`src/rtl/fm_sb_ctrl_trig.sv`:
```
// fm_sb_ctrl_trig: spy-buffer control fan-out for the FM subsystem.
// Generates per-channel freeze, playback mode, memory-init and stretched
// reset signals, plus a trigger-armed freeze FSM with post-trigger delay
// and a saturating trigger counter.
// Optional build macro FM_SB_CTRL_AUTO_REARM_EN: FROZEN self-releases after
// FROZEN_HOLD cycles and returns to ARMED (arm still high) for periodic
// snapshots; without it FROZEN holds until arm falls or init occurs.
module fm_sb_ctrl_trig #(
  parameter int unsigned SB_N             = 128,
  parameter int unsigned PB_MODE_W        = 2,
  parameter int unsigned DELAY_W          = 16,
  parameter int unsigned RST_PULSE_CYCLES = 4,
  parameter int unsigned FROZEN_HOLD      = 1024
) (
  input  logic                      axi_clk,
  input  logic                      axi_reset,
  input  logic                      global_freeze_i,
  input  logic                      arm_i,
  input  logic                      trig_i,
  input  logic [DELAY_W-1:0]        post_trig_dly_i,
  input  logic [SB_N-1:0]           freeze_mask_i,
  input  logic [PB_MODE_W-1:0]      pb_mode_i,
  input  logic [SB_N-1:0]           playback_mask_i,
  input  logic                      init_spy_mem_i,
  input  logic [SB_N-1:0]           sb_reset_i,
  output logic [SB_N-1:0]           freeze_o,
  output logic [SB_N*PB_MODE_W-1:0] playback_mode_o,
  output logic                      init_spy_mem_o,
  output logic [SB_N-1:0]           sb_reset_o,
  output logic [1:0]                state_o,
  output logic [15:0]               trig_cnt_o
);

  localparam int unsigned RC_W = $clog2(RST_PULSE_CYCLES + 1);
  localparam logic [RC_W-1:0] RC_LOAD = RC_W'(RST_PULSE_CYCLES);

  if (SB_N < 1 || SB_N > 1024 || RST_PULSE_CYCLES < 1 || FROZEN_HOLD < 1) begin : g_param_check
    $error("fm_sb_ctrl_trig: parameter out of range");
  end

  typedef enum logic [1:0] {
    ST_IDLE   = 2'd0,
    ST_ARMED  = 2'd1,
    ST_DELAY  = 2'd2,
    ST_FROZEN = 2'd3
  } state_t;

  state_t               state_q, state_d;
  logic [DELAY_W-1:0]   dly_cnt_q, dly_cnt_d;
  logic [15:0]          trig_cnt_q, trig_cnt_d;
  logic                 arm_q, init_q;
  logic [SB_N-1:0]      sbr_q;
  logic [SB_N-1:0]      pend_q, pend_d;
  logic [RC_W-1:0]      rst_cnt_q, rst_cnt_d;
  logic [SB_N-1:0]      freeze_q;
  logic [SB_N*PB_MODE_W-1:0] pb_q;
  logic                 init_out_q;

  logic                 arm_rise, init_rise;
  logic [SB_N-1:0]      sbr_rise;

`ifdef FM_SB_CTRL_AUTO_REARM_EN
  localparam int unsigned HOLD_W = (FROZEN_HOLD > 1) ? $clog2(FROZEN_HOLD) : 1;
  localparam logic [HOLD_W-1:0] HOLD_LAST = HOLD_W'(FROZEN_HOLD - 1);
  logic [HOLD_W-1:0]    hold_cnt_q, hold_cnt_d;
`endif

  assign arm_rise  = arm_i & ~arm_q;
  assign init_rise = init_spy_mem_i & ~init_q;
  assign sbr_rise  = sb_reset_i & ~sbr_q;

  // Trigger FSM next state: init beats everything, then arm-low abort, then normal flow
  always_comb begin
    state_d    = state_q;
    dly_cnt_d  = dly_cnt_q;
    trig_cnt_d = trig_cnt_q;
`ifdef FM_SB_CTRL_AUTO_REARM_EN
    hold_cnt_d = '0;
`endif
    if (init_rise) begin
      state_d    = ST_IDLE;
      dly_cnt_d  = '0;
      trig_cnt_d = '0;
    end else if (state_q != ST_IDLE && !arm_i) begin
      state_d   = ST_IDLE;
      dly_cnt_d = '0;
    end else begin
      case (state_q)
        ST_IDLE: begin
          if (arm_rise) state_d = ST_ARMED;
        end
        ST_ARMED: begin
          if (trig_i) begin
            if (post_trig_dly_i == '0) begin
              state_d = ST_FROZEN;
            end else begin
              state_d   = ST_DELAY;
              dly_cnt_d = post_trig_dly_i;
            end
            if (trig_cnt_q != 16'hFFFF) trig_cnt_d = trig_cnt_q + 16'd1;
          end
        end
        ST_DELAY: begin
          if (dly_cnt_q == DELAY_W'(1)) begin
            state_d   = ST_FROZEN;
            dly_cnt_d = '0;
          end else begin
            dly_cnt_d = dly_cnt_q - DELAY_W'(1);
          end
        end
        ST_FROZEN: begin
`ifdef FM_SB_CTRL_AUTO_REARM_EN
          // arm_i is known high here; the low case already left via the abort branch
          if (hold_cnt_q == HOLD_LAST) begin
            state_d = ST_ARMED;
          end else begin
            hold_cnt_d = hold_cnt_q + HOLD_W'(1);
          end
`endif
        end
        default: state_d = ST_IDLE;
      endcase
    end
  end

  // Reset stretch: new edges join the pending mask and restart the full pulse
  always_comb begin
    pend_d    = pend_q;
    rst_cnt_d = rst_cnt_q;
    if (|sbr_rise) begin
      pend_d    = pend_q | sbr_rise;
      rst_cnt_d = RC_LOAD;
    end else if (rst_cnt_q != '0) begin
      rst_cnt_d = rst_cnt_q - RC_W'(1);
      if (rst_cnt_q == RC_W'(1)) pend_d = '0;
    end
  end

  // State, counters and edge-detect history
  always_ff @(posedge axi_clk or posedge axi_reset) begin
    if (axi_reset) begin
      state_q    <= ST_IDLE;
      dly_cnt_q  <= '0;
      trig_cnt_q <= '0;
      arm_q      <= 1'b0;
      init_q     <= 1'b0;
      sbr_q      <= '0;
      pend_q     <= '0;
      rst_cnt_q  <= '0;
`ifdef FM_SB_CTRL_AUTO_REARM_EN
      hold_cnt_q <= '0;
`endif
    end else begin
      state_q    <= state_d;
      dly_cnt_q  <= dly_cnt_d;
      trig_cnt_q <= trig_cnt_d;
      arm_q      <= arm_i;
      init_q     <= init_spy_mem_i;
      sbr_q      <= sb_reset_i;
      pend_q     <= pend_d;
      rst_cnt_q  <= rst_cnt_d;
`ifdef FM_SB_CTRL_AUTO_REARM_EN
      hold_cnt_q <= hold_cnt_d;
`endif
    end
  end

  // Registered per-channel freeze, playback mode and init pulse
  always_ff @(posedge axi_clk or posedge axi_reset) begin
    if (axi_reset) begin
      freeze_q   <= '0;
      pb_q       <= '0;
      init_out_q <= 1'b0;
    end else begin
      freeze_q   <= {SB_N{global_freeze_i | (state_q == ST_FROZEN)}} & ~freeze_mask_i;
      init_out_q <= init_rise;
      for (int unsigned i = 0; i < SB_N; i++) begin
        pb_q[i*PB_MODE_W +: PB_MODE_W] <= playback_mask_i[i] ? '0 : pb_mode_i;
      end
    end
  end

  assign freeze_o        = freeze_q;
  assign playback_mode_o = pb_q;
  assign init_spy_mem_o  = init_out_q;
  assign sb_reset_o      = (rst_cnt_q != '0) ? pend_q : '0;
  assign state_o         = state_q;
  assign trig_cnt_o      = trig_cnt_q;

endmodule
```
`config.mk`:
```
export PLATFORM = sky130hd
export DESIGN_NAME = fm_sb_ctrl_trig
export DESIGN_NICKNAME = d
export VERILOG_FILES = /design/src/rtl/fm_sb_ctrl_trig.sv
export SDC_FILE = /design/constraint.sdc
export NUM_CORES = 1
export LEC_CHECK = 0
export CORE_AREA = 2 2 361 363
export DETAILED_ROUTE_END_ITERATION = 8
export DIE_AREA = 0 0 363 365
export GPL_TIMING_DRIVEN = 0
export PLACE_DENSITY = 0.43
export SLEW_MARGIN = 0
export SYNTH_ARGS = -nofsm -noshare
export SYNTH_HDL_FRONTEND = slang
export SYNTH_SLANG_ARGS = --single-unit
```
`constraint.sdc`:
```
create_clock -name axi_clk -period 32.6 [get_ports axi_clk]
set_input_delay 8.15 -clock axi_clk [delete_from_list [all_inputs] [get_ports axi_clk]]
set_output_delay 8.15 -clock axi_clk [all_outputs]
set_load 0.01 [all_outputs]
```
==> impl_metrics.toml <==
[outcome]
status = "finished, final reports clean"

[routing]
vias = 18900
wire_per_inst_um = 23.6
first_iter_violations = 1168
postRouteAntennaNets = 0
dr.pass1.iters = 5
avgViaCountPerCell = 3.90
drc_errors = 0
totalWireLength_um = 115000

[power_and_ir_drop]
power_frac_clock = 0.441
switching_share = 0.268
p_leak_nw = 16.7
netSwitchingPower_mw = 0.590
pwr-share-comb = 0.143
power_density_nw_per_um2 = 56.3
power.internal_mw = 1.61
finalPower_mw = 2.20
p_seq_frac = 0.416
vdd_drop_max_mv = 0.0461

[timing]
min_period_ns = 11.92
post-route-period-util = 0.366
whs_ns = 0.496
skew_ns = 0.0303
final_hold_viol_count = 0
setup_viol = 0
max_freq_mhz = 83.9
relSlewSlack = 0.296
slew_viol_final = 0
rsz0062_at_grt = "no"
setup-tns-final_ns = 0
tightest_slew_ns = 1.05
fin_ws_ns = 20.68

[synth]
synth_ff_type = "dfrtp_1"
yosysSeqAreaShare = 0.694
yosys_warnings = 0
synth_edf_count = 0
synth_most_common_cell = "dfrtp_1"
synth_area_leaders = "dfrtp_1 (69%), nor2b_1 (9.0%), and2_1 (3.3%)"
synth_cells = 2072
ys_async_sr_fraction = 1.00
yosysTopAreaCellShare = 0.694
synthTopCellsByCount = "dfrtp_1 (680), nor2b_1 (351), nor2_1 (210)"
ys_types = 48
synthesis.area_per_instance_sq_um = 11.8
synth_nets = 2491
netlist_area_sq_um = 24500
ys_ff_latch = 680
synth_top_area_cell = "dfrtp_1"

[grt]
gr-total-overflow = 0
grt_max_degree = 102
grt_pass1_wl_um = 157000
grt_use_total = 0.168
first_global_vias = 19600
grt_antenna_before_repair = 24

[clock_tree]
numCtsBuffers = 84
clk_pin_slew_ns = 0.06
cts.sinks = 680
ctsResizeCount = 0
tritoncts = "yes"
clkLatencyLatePin_ns = 0.68
cts_max_level = 3
post_cts_buffers = 0
clk_path_buf_depth = 3
holdBufCountCts = 0
root_buffer = "clkbuf_16"

[worst_setup_path]
path_cells = "inv_1 -> ha_1 -> nand2b_1 -> clkbuf_1 -> clkbuf_1 -> and2_1 -> clkdlybuf4s50_1"
critPathLaunchType = "flop"
cp_max_fo = 10
slowest_delay_ns = 0.82
path_class = "flop to primary output"
cpMaxStageDelayCell = "clkbuf_1"
required_ns = 24.45
crit_top_cell = "clkbuf_1"
arrival_ns = 3.77
critPathCaptureType = "primary output"

[flow_run]
maxCapViolations = 0

[floorplan]
dieArea_sq_um = 132000
rows = 132
die_h_um = 365
core_area_sq_um = 129000
die_w_um = 363
start_util = 0.191
ios = 939

[placed_design]
io_buffers = 936
dp.cells = 4690
pre_cts_ws_ns = 20.74
post_dp_cell_area_sq_um = 36200
gp_congestion = 0.835
hpwl_um = 91600

[cells_and_area]
final_cells = 4853
design_area_sq_um = 39100
synthToLayoutAreaGrowth_pct = 59.4
utilization = 0.304
num-fill-cells = 13200
drive_gt1_frac = 0.0505
layout.nets = 3520

[worst_hold_path]
hold_path_class = "flop to flop"
-- path summary, 6_finish.rpt --
check,start,to,slack [ns],depth (start not counted)
hold reg to reg,pend_q[94],pend_q[94],0.50,2
setup / recovery,rst_cnt_q[0],sb_reset_o[57],20.68,7
hold / removal,pend_q[94],pend_q[94],0.50,2
setup reg to reg,sbr_q[116],pend_q[114],29.09,7
min in group asynchronous,axi_reset,pend_q[28],7.90,2
max in group asynchronous,axi_reset,playback_mode_o[189],22.77,5
-- layout make-up --
class	count	area, sq um	share of cell area
Inverter	47	184	0.00471
Multi-Input combinational cell	1252	6940	0.178
Sequential cell	680	17000	0.435
Antenna cell	9	22.5	0.000576
Clock inverter	34	445	0.0114
Tap cell	1675	2100	0.0536
Clock buffer	120	2430	0.0621
Buffer	93	394	0.0101
Timing Repair Buffer	943	9560	0.245
-- layer usage --
layer | part of all wire | track usage
met5 | 0.0011 | 0
met4 | 0.021 | 0.0431
met3 | 0.086 | 0.0610
met2 | 0.54 | 0.317
met1 | 0.35 | 0.175
-- sequential cells by signal (all words and copies together), names as in the netlist --
signal           cells
trig_cnt_o          16
playback_mode_o    256
freeze_o           128
dly_cnt_q           16
arm_q                1
rst_cnt_q            3
init_q               1
pend_q             128
init_spy_mem_o       1
state_o              2
sbr_q              128
-- cell usage in the layout (no fill, tap or decap), drive strengths merged, types with 3 or more instances in the layout --
master         count
nor4              23
xor2              11
nand2            147
nand2b            53
or3                3
o21ai            153
nor2             210
ha                11
and2             130
o2bb2ai            3
bufinv             6
nor2b            351
a2111oi            5
a22o              14
clkinv            23
and3               5
clkbuf           203
nand3             16
buf               17
inv               50
a2111o             5
nand4             23
dfrtp            680
nor3b              3
nor3               9
xnor2              6
a32o               3
a21oi             46
diode              9
clkdlybuf4s50    936
-- kinds of logic (layout without fill, tap and decap cells) --
kind of cell | after synthesis | after routing | share of synthesized area
XOR/XNOR | 17 | 17 | 0.00607
other | 0 | 9 | 0
buffers and inverters | 140 | 1237 | 0.0233
multiplexers | 2 | 2 | 0.000867
flip-flops | 680 | 680 | 0.694
adder cells (fa/ha/maj) | 11 | 11 | 0.00561
AO/OA/AOI/OAI | 245 | 245 | 0.0577
AND/OR/NAND/NOR | 977 | 977 | 0.213
-- power by group through the flow --
| stage | Combinational, mW | Clock [mW] | Sequential (mW) |
|---|---|---|---|
| after floorplan | 0.112 | 0 | 0.945 |
| after global placement | 0.318 | 0 | 0.933 |
| after detailed placement | 0.319 | 0 | 0.930 |
| after CTS | 0.321 | 1.00 | 0.916 |
| after global routing | 0.343 | 1.04 | 0.921 |
| final | 0.314 | 0.972 | 0.916 |
-- critical path: cells and delay by family (launching register included) --
kind | cells | cell delay, ns
flops | 1 | 0.34
simple gates | 2 | 0.49
buf+inv | 4 | 2.01
fa+ha+maj | 1 | 0.22
Power figures use the tool's default switching activity.
